--- config.mk ---
export PLATFORM = sky130hd
export DESIGN_NAME = residual_link_tx
export DESIGN_NICKNAME = d
export VERILOG_FILES = /design/src/rtl/residual_link_pkg.sv /design/src/rtl/residual_link_tx_rr_arbiter4.sv /design/src/rtl/residual_link_tx.sv
export SDC_FILE = /design/constraint.sdc
export NUM_CORES = 1
export LEC_CHECK = 0
export BUFFER_PORTS_ARGS = -buffer_cell sky130_fd_sc_hd__buf_2
export CAP_MARGIN = 20
export CORE_MARGIN = 2
export CORE_UTILIZATION = 45
export CTS_CLUSTER_SIZE = 20
export DETAILED_ROUTE_END_ITERATION = 10
export PLACE_DENSITY = 0.75
export SLEW_MARGIN = 10
export SYNTH_ARGS = -nofsm -noshare
export SYNTH_HDL_FRONTEND = slang
export SYNTH_HIERARCHICAL = 1
export SYNTH_SLANG_ARGS = --single-unit
--- constraint.sdc ---
create_clock -name clk -period 9 [get_ports clk]
set_clock_uncertainty 0.2 [all_clocks]
set_input_delay 1.8 -clock clk [delete_from_list [all_inputs] [get_ports clk]]
set_output_delay 1.8 -clock clk [all_outputs]
set_load 0.02 [all_outputs]
--- src/rtl/residual_link_pkg.sv ---
// Shared widths, FSM encoding and destination codes for the residual link.
// The mem_readin side decodes the same code values.
package residual_link_pkg;

  localparam int CODE_W  = 5;
  localparam int RES_W   = 40;
  localparam int WORD_W  = CODE_W + RES_W;
  localparam int ADDR_W  = 6;
  localparam int NUM_MEM = 4;

  localparam logic [CODE_W-1:0] CODE1 = 5'b00001;
  localparam logic [CODE_W-1:0] CODE2 = 5'b00010;
  localparam logic [CODE_W-1:0] CODE3 = 5'b00011;
  localparam logic [CODE_W-1:0] CODE4 = 5'b00100;

  typedef enum logic [1:0] {
    IDLE  = 2'd0,
    SEND  = 2'd1,
    FLUSH = 2'd2
  } state_t;

  // Memory index 0..3 maps to destination codes CODE1..CODE4.
  function automatic logic [CODE_W-1:0] code_of(input logic [1:0] sel);
    case (sel)
      2'd0:    code_of = CODE1;
      2'd1:    code_of = CODE2;
      2'd2:    code_of = CODE3;
      default: code_of = CODE4;
    endcase
  endfunction

endpackage

--- src/rtl/residual_link_tx_rr_arbiter4.sv ---
// Four-way round-robin arbiter: grants the first requester after the pointer
// (pointer holds the index of the last memory served).
module rr_arbiter4
  import residual_link_pkg::*;
(
  input  logic [NUM_MEM-1:0] req,
  input  logic [1:0]         ptr,
  input  logic               en,
  output logic [NUM_MEM-1:0] grant,
  output logic [1:0]         ptr_next
);

  logic [1:0] idx;

  // Scan from the farthest offset down so the nearest requester wins last.
  always_comb begin
    grant    = '0;
    ptr_next = ptr;
    idx      = ptr;
    if (en) begin
      for (int off = NUM_MEM; off >= 1; off--) begin
        idx = ptr + 2'(off);
        if (req[idx]) begin
          grant      = '0;
          grant[idx] = 1'b1;
          ptr_next   = idx;
        end
      end
    end
  end

endmodule

--- src/rtl/residual_link_tx.sv ---
// Transmit end of the inter-sector residual link: drains four residual
// memories round-robin, tags each word with its destination code and frames BXs.
module residual_link_tx
  import residual_link_pkg::*;
(
  input  logic              clk,
  input  logic              reset,
  input  logic              start,
  input  logic [3:0]        BX_in,
  input  logic [5:0]        number_in1,
  input  logic [5:0]        number_in2,
  input  logic [5:0]        number_in3,
  input  logic [5:0]        number_in4,
  output logic [5:0]        read_add1,
  output logic [5:0]        read_add2,
  output logic [5:0]        read_add3,
  output logic [5:0]        read_add4,
  input  logic [39:0]       input_data1,
  input  logic [39:0]       input_data2,
  input  logic [39:0]       input_data3,
  input  logic [39:0]       input_data4,
  input  logic              fifo_full,
  output logic [44:0]       data_residuals,
  output logic              wr_en,
  output logic [3:0]        output_BX,
  output logic              send_BX
);

  state_t              state_reg, state_next;
  logic [ADDR_W-1:0]   num_in     [NUM_MEM];
  logic [RES_W-1:0]    din        [NUM_MEM];
  logic [ADDR_W-1:0]   rem_reg    [NUM_MEM];
  logic [ADDR_W-1:0]   rd_cnt_reg [NUM_MEM];
  logic [NUM_MEM-1:0]  req, grant;
  logic [1:0]          ptr_reg, ptr_arb, inflight_sel_reg;
  logic                inflight_reg, hold_valid_reg;
  logic [WORD_W-1:0]   hold_word_reg, ret_word;
  logic [3:0]          bx_lat_reg, output_bx_reg;
  logic                abort, issue_en, capture, drain, done;

  assign num_in = '{number_in1, number_in2, number_in3, number_in4};
  assign din    = '{input_data1, input_data2, input_data3, input_data4};

  assign read_add1 = rd_cnt_reg[0];
  assign read_add2 = rd_cnt_reg[1];
  assign read_add3 = rd_cnt_reg[2];
  assign read_add4 = rd_cnt_reg[3];

  // A start while busy abandons the current BX, including any word in flight.
  assign abort    = start && (state_reg != IDLE);
  assign issue_en = (state_reg == SEND) && !fifo_full && !hold_valid_reg && !abort;
  assign ret_word = {code_of(inflight_sel_reg), din[inflight_sel_reg]};

  rr_arbiter4 u_arb (
    .req      (req),
    .ptr      (ptr_reg),
    .en       (issue_en),
    .grant    (grant),
    .ptr_next (ptr_arb)
  );

  generate
    for (genvar gi = 0; gi < NUM_MEM; gi++) begin : g_mem
      assign req[gi] = (rem_reg[gi] != '0);

      always_ff @(posedge clk) begin
        if (reset) begin
          rem_reg[gi]    <= '0;
          rd_cnt_reg[gi] <= '0;
        end else if (start) begin
          rem_reg[gi]    <= num_in[gi];
          rd_cnt_reg[gi] <= '0;
        end else if (grant[gi]) begin
          rem_reg[gi]    <= rem_reg[gi] - 1'b1;
          rd_cnt_reg[gi] <= rd_cnt_reg[gi] + 1'b1;
        end
      end
    end
  endgenerate

  always_ff @(posedge clk) begin
    if (reset) state_reg <= IDLE;
    else       state_reg <= state_next;
  end

  always_comb begin
    state_next = state_reg;
    case (state_reg)
      IDLE:    if (start) state_next = SEND;
      SEND:    if (abort) state_next = SEND;
               else if (req == '0) state_next = FLUSH;
      FLUSH:   if (abort) state_next = SEND;
               else if (done) state_next = IDLE;
      default: state_next = IDLE;
    endcase
  end

  // The held word always drains before any new return; the two never coexist.
  always_comb begin
    wr_en          = 1'b0;
    data_residuals = '0;
    capture        = 1'b0;
    drain          = 1'b0;
    if (!abort) begin
      if (hold_valid_reg) begin
        if (!fifo_full) begin
          wr_en          = 1'b1;
          data_residuals = hold_word_reg;
          drain          = 1'b1;
        end
      end else if (inflight_reg) begin
        if (!fifo_full) begin
          wr_en          = 1'b1;
          data_residuals = ret_word;
        end else begin
          capture = 1'b1;
        end
      end
    end
    done      = (state_reg == FLUSH) && !inflight_reg && !hold_valid_reg && !abort;
    send_BX   = done;
    output_BX = done ? bx_lat_reg : output_bx_reg;
  end

  always_ff @(posedge clk) begin
    if (reset) begin
      ptr_reg          <= 2'd3;
      inflight_reg     <= 1'b0;
      inflight_sel_reg <= '0;
      hold_valid_reg   <= 1'b0;
      hold_word_reg    <= '0;
      bx_lat_reg       <= '0;
      output_bx_reg    <= '0;
    end else begin
      output_bx_reg <= output_BX;
      if (start) begin
        ptr_reg        <= 2'd3;
        inflight_reg   <= 1'b0;
        hold_valid_reg <= 1'b0;
        bx_lat_reg     <= BX_in;
      end else begin
        ptr_reg      <= ptr_arb;
        inflight_reg <= |grant;
        if (|grant) inflight_sel_reg <= ptr_arb;
        if (capture) begin
          hold_valid_reg <= 1'b1;
          hold_word_reg  <= ret_word;
        end else if (drain) begin
          hold_valid_reg <= 1'b0;
        end
      end
    end
  end

endmodule
==> metrics.cfg <==
[synth]
async_flop_share_pct=0
synthCells=700
syn_area_per_cell_um2=9.55
synth_top_area_share_pct=21.6
synth.most_common_cell=nand2_1
synth_seq_area_share_pct=39.2
synth-seq-cells=107
ys_warn_count=6
synth_cell_type_count=44
synth_common_cells=nand2_1 (128), nor2_1 (82), dfxtp_1 (59)
synth_edf_count=48
synth_top_flop_cell=dfxtp_1
syn-cell-area_mm2=0.00669
synth_largest_area_cell=edfxtp_1
synth_area_leaders=edfxtp_1 (22%), dfxtp_1 (18%), mux4_2 (14%), nand2_1 (7.2%), a22oi_1 (4.8%)

[finish]
largest_reg_flops=43
syn_to_final_growth_pct=24.6
utilization_pct=57.3
multi_input_area_mm2=0.00372
seq_area_mm2=0.00263
drive_gt1_share_pct=37.4
layout.nets=1137
postLayoutCellArea_mm2=0.00833
fill_cells=1354

[die]
die_y_um=126
start_util_pct=46.0
core_area_mm2=0.0145
die_x_um=126
num_io_pins=267
fp-row-count=44
die-area_mm2=0.0158

[detailed_routing]
dr.pass1.iters=5
ant_nets=0
drtIter0Drc=401
drc=0
vias=6165
vias_per_cell=5.49
wl_per_cell_um=16.5
routed_wl_um=18600

[worst_setup_path]
crit_chain=buf_2 -> nor2b_4 -> a22oi_1 -> nor2_1 -> buf_2
cp_max_fo=43
slowest_stage=nor2b_4
crit_type=in -> out
end_kind=output pin
path_delay_family=simple AND/OR/NAND/NOR gates
critPathArrivalTime_ns=3.39
cp_num_buf_inv=2
critPathMaxStageDelay_ns=0.81
worstPathRequired_ns=7.00
critPathLaunchType=input pin
path_common_cell=buf_2

[global_route]
grt_overflow=0
grt_usage_pct=22.9
grt_max_degree=65
antenna_found_initial=6
grt_pass1_vias=5777
grt_first_pass_wirelength_um=29300

[timing]
tightest_slew_ns=1.04
tns_ns=0
setup_viol_count_final=0
hold_viol_final=0
relSlewSlack_pct=30.8
maxSlewViolCount=0
max_freq_mhz=185
fin_crit_sh_pct=59.9
period_needed_ns=5.39
rsz0062_at_grt=false

[clocking]
cts_sinks=107
clock-root-buffer=clkbuf_16
cts_tree=done
cts_buffers=9
h-tree-depth=3
cts_resized=0
cts.path.max_buffers=2
postCtsHoldBufs=0
clkTransAtPathRegs_ns=0.07
cts_setup_buffers=0
clk_latency_ns=0.35

[placement]
placed_area_mm2=0.00799
gp_congestion=0.888
io_buffers=264
dpl.hpwl_um=13300

[flow_run]
cap_violations=0

[pwr]
leakage_uw=0.00350
cellPowerDensity_mw_per_mm2=135
vdd.ir_drop.worst_uv=83.5

[outcome]
status=finished clean

[hold_path]
min_path_type=reg -> reg

kinds of logic after synthesis:
family	synth area share, %
simple gates	17.9
compound gates	12.9
flops	39.2
buf+inv	5.56
mux	16.9
xor+xnor	4.19
fa+ha+maj	3.37
other cells	0.0561
metrics by stage:
step                power, uW  hold slack, ns  instances  setup slack (ns)
finish                   1120           0.258       1122              3.61
global route             1170           0.270       1122              3.48
CTS                      1130           0.257       1114              3.60
detailed placement        739           0.247       1098              3.59
global placement          736           0.243       1098              3.59
floorplan                 670           0.237        701              4.16
worst min-delay path, stage by stage, from the launching register on:
cell and delay (ns):
dfxtp_1 0.31, nand2_1 0.05, a21oi_1 0.05
path summary, 6_finish.rpt:
kind | startpoint | end | slack [ns] | cells after the start
min | hold_word_reg[4] | hold_word_reg[4] | 0.26 | 2
max reg2reg | ptr_reg[0] | rem_reg[3][1] | 5.05 | 7
min reg2reg | hold_word_reg[4] | hold_word_reg[4] | 0.26 | 2
max | fifo_full | data_residuals[29] | 3.61 | 5
layout make-up:
class	count	share of cell area, %
Inverter	17	0.766
Clock inverter	6	0.781
Sequential cell	107	31.5
Multi-Input combinational cell	522	44.6
Antenna cell	6	0.180
Tap cell	184	2.76
Timing Repair Buffer	270	16.6
Clock buffer	10	2.75
layout by cell type, fill, tap and decap left out, types with 3 or more instances in the layout:
cell	count
a21oi_1	47
a221oi_1	3
a22o_1	3
a22oi_1	43
and3_1	8
buf_2	264
buf_4	4
clkbuf_16	9
dfxtp_1	57
diode_2	6
edfxtp_1	48
ha_1	18
inv_1	17
mux2_2	7
mux2i_1	8
mux4_2	43
nand2_1	128
nand2b_1	3
nand3_1	15
nor2_1	82
nor2b_1	7
nor3_1	9
o21ai_0	31
o32ai_1	3
or3_1	7
xnor2_1	16
xor2_1	16
power by group:
| part | internal, uW | switching [uW] | leakage [uW] |
|---|---|---|---|
| Clock | 216 | 178 | 0.000135 |
| Sequential | 525 | 15.7 | 0.00101 |
| Combinational | 93.0 | 95.6 | 0.00235 |
| Total | 834 | 289 | 0.00350 |
per-layer routing:
layer,routed length [um],up-vias,part of all wire (%),global-route usage [%]
li1,-,2960,-,-
met1,7240,2938,39,27.3
met2,9450,233,51,38.8
met3,1360,34,7.3,6.50
met4,503,0,2.7,9.76
met5,0,-,0,0
(Power assumes the default switching activity.)
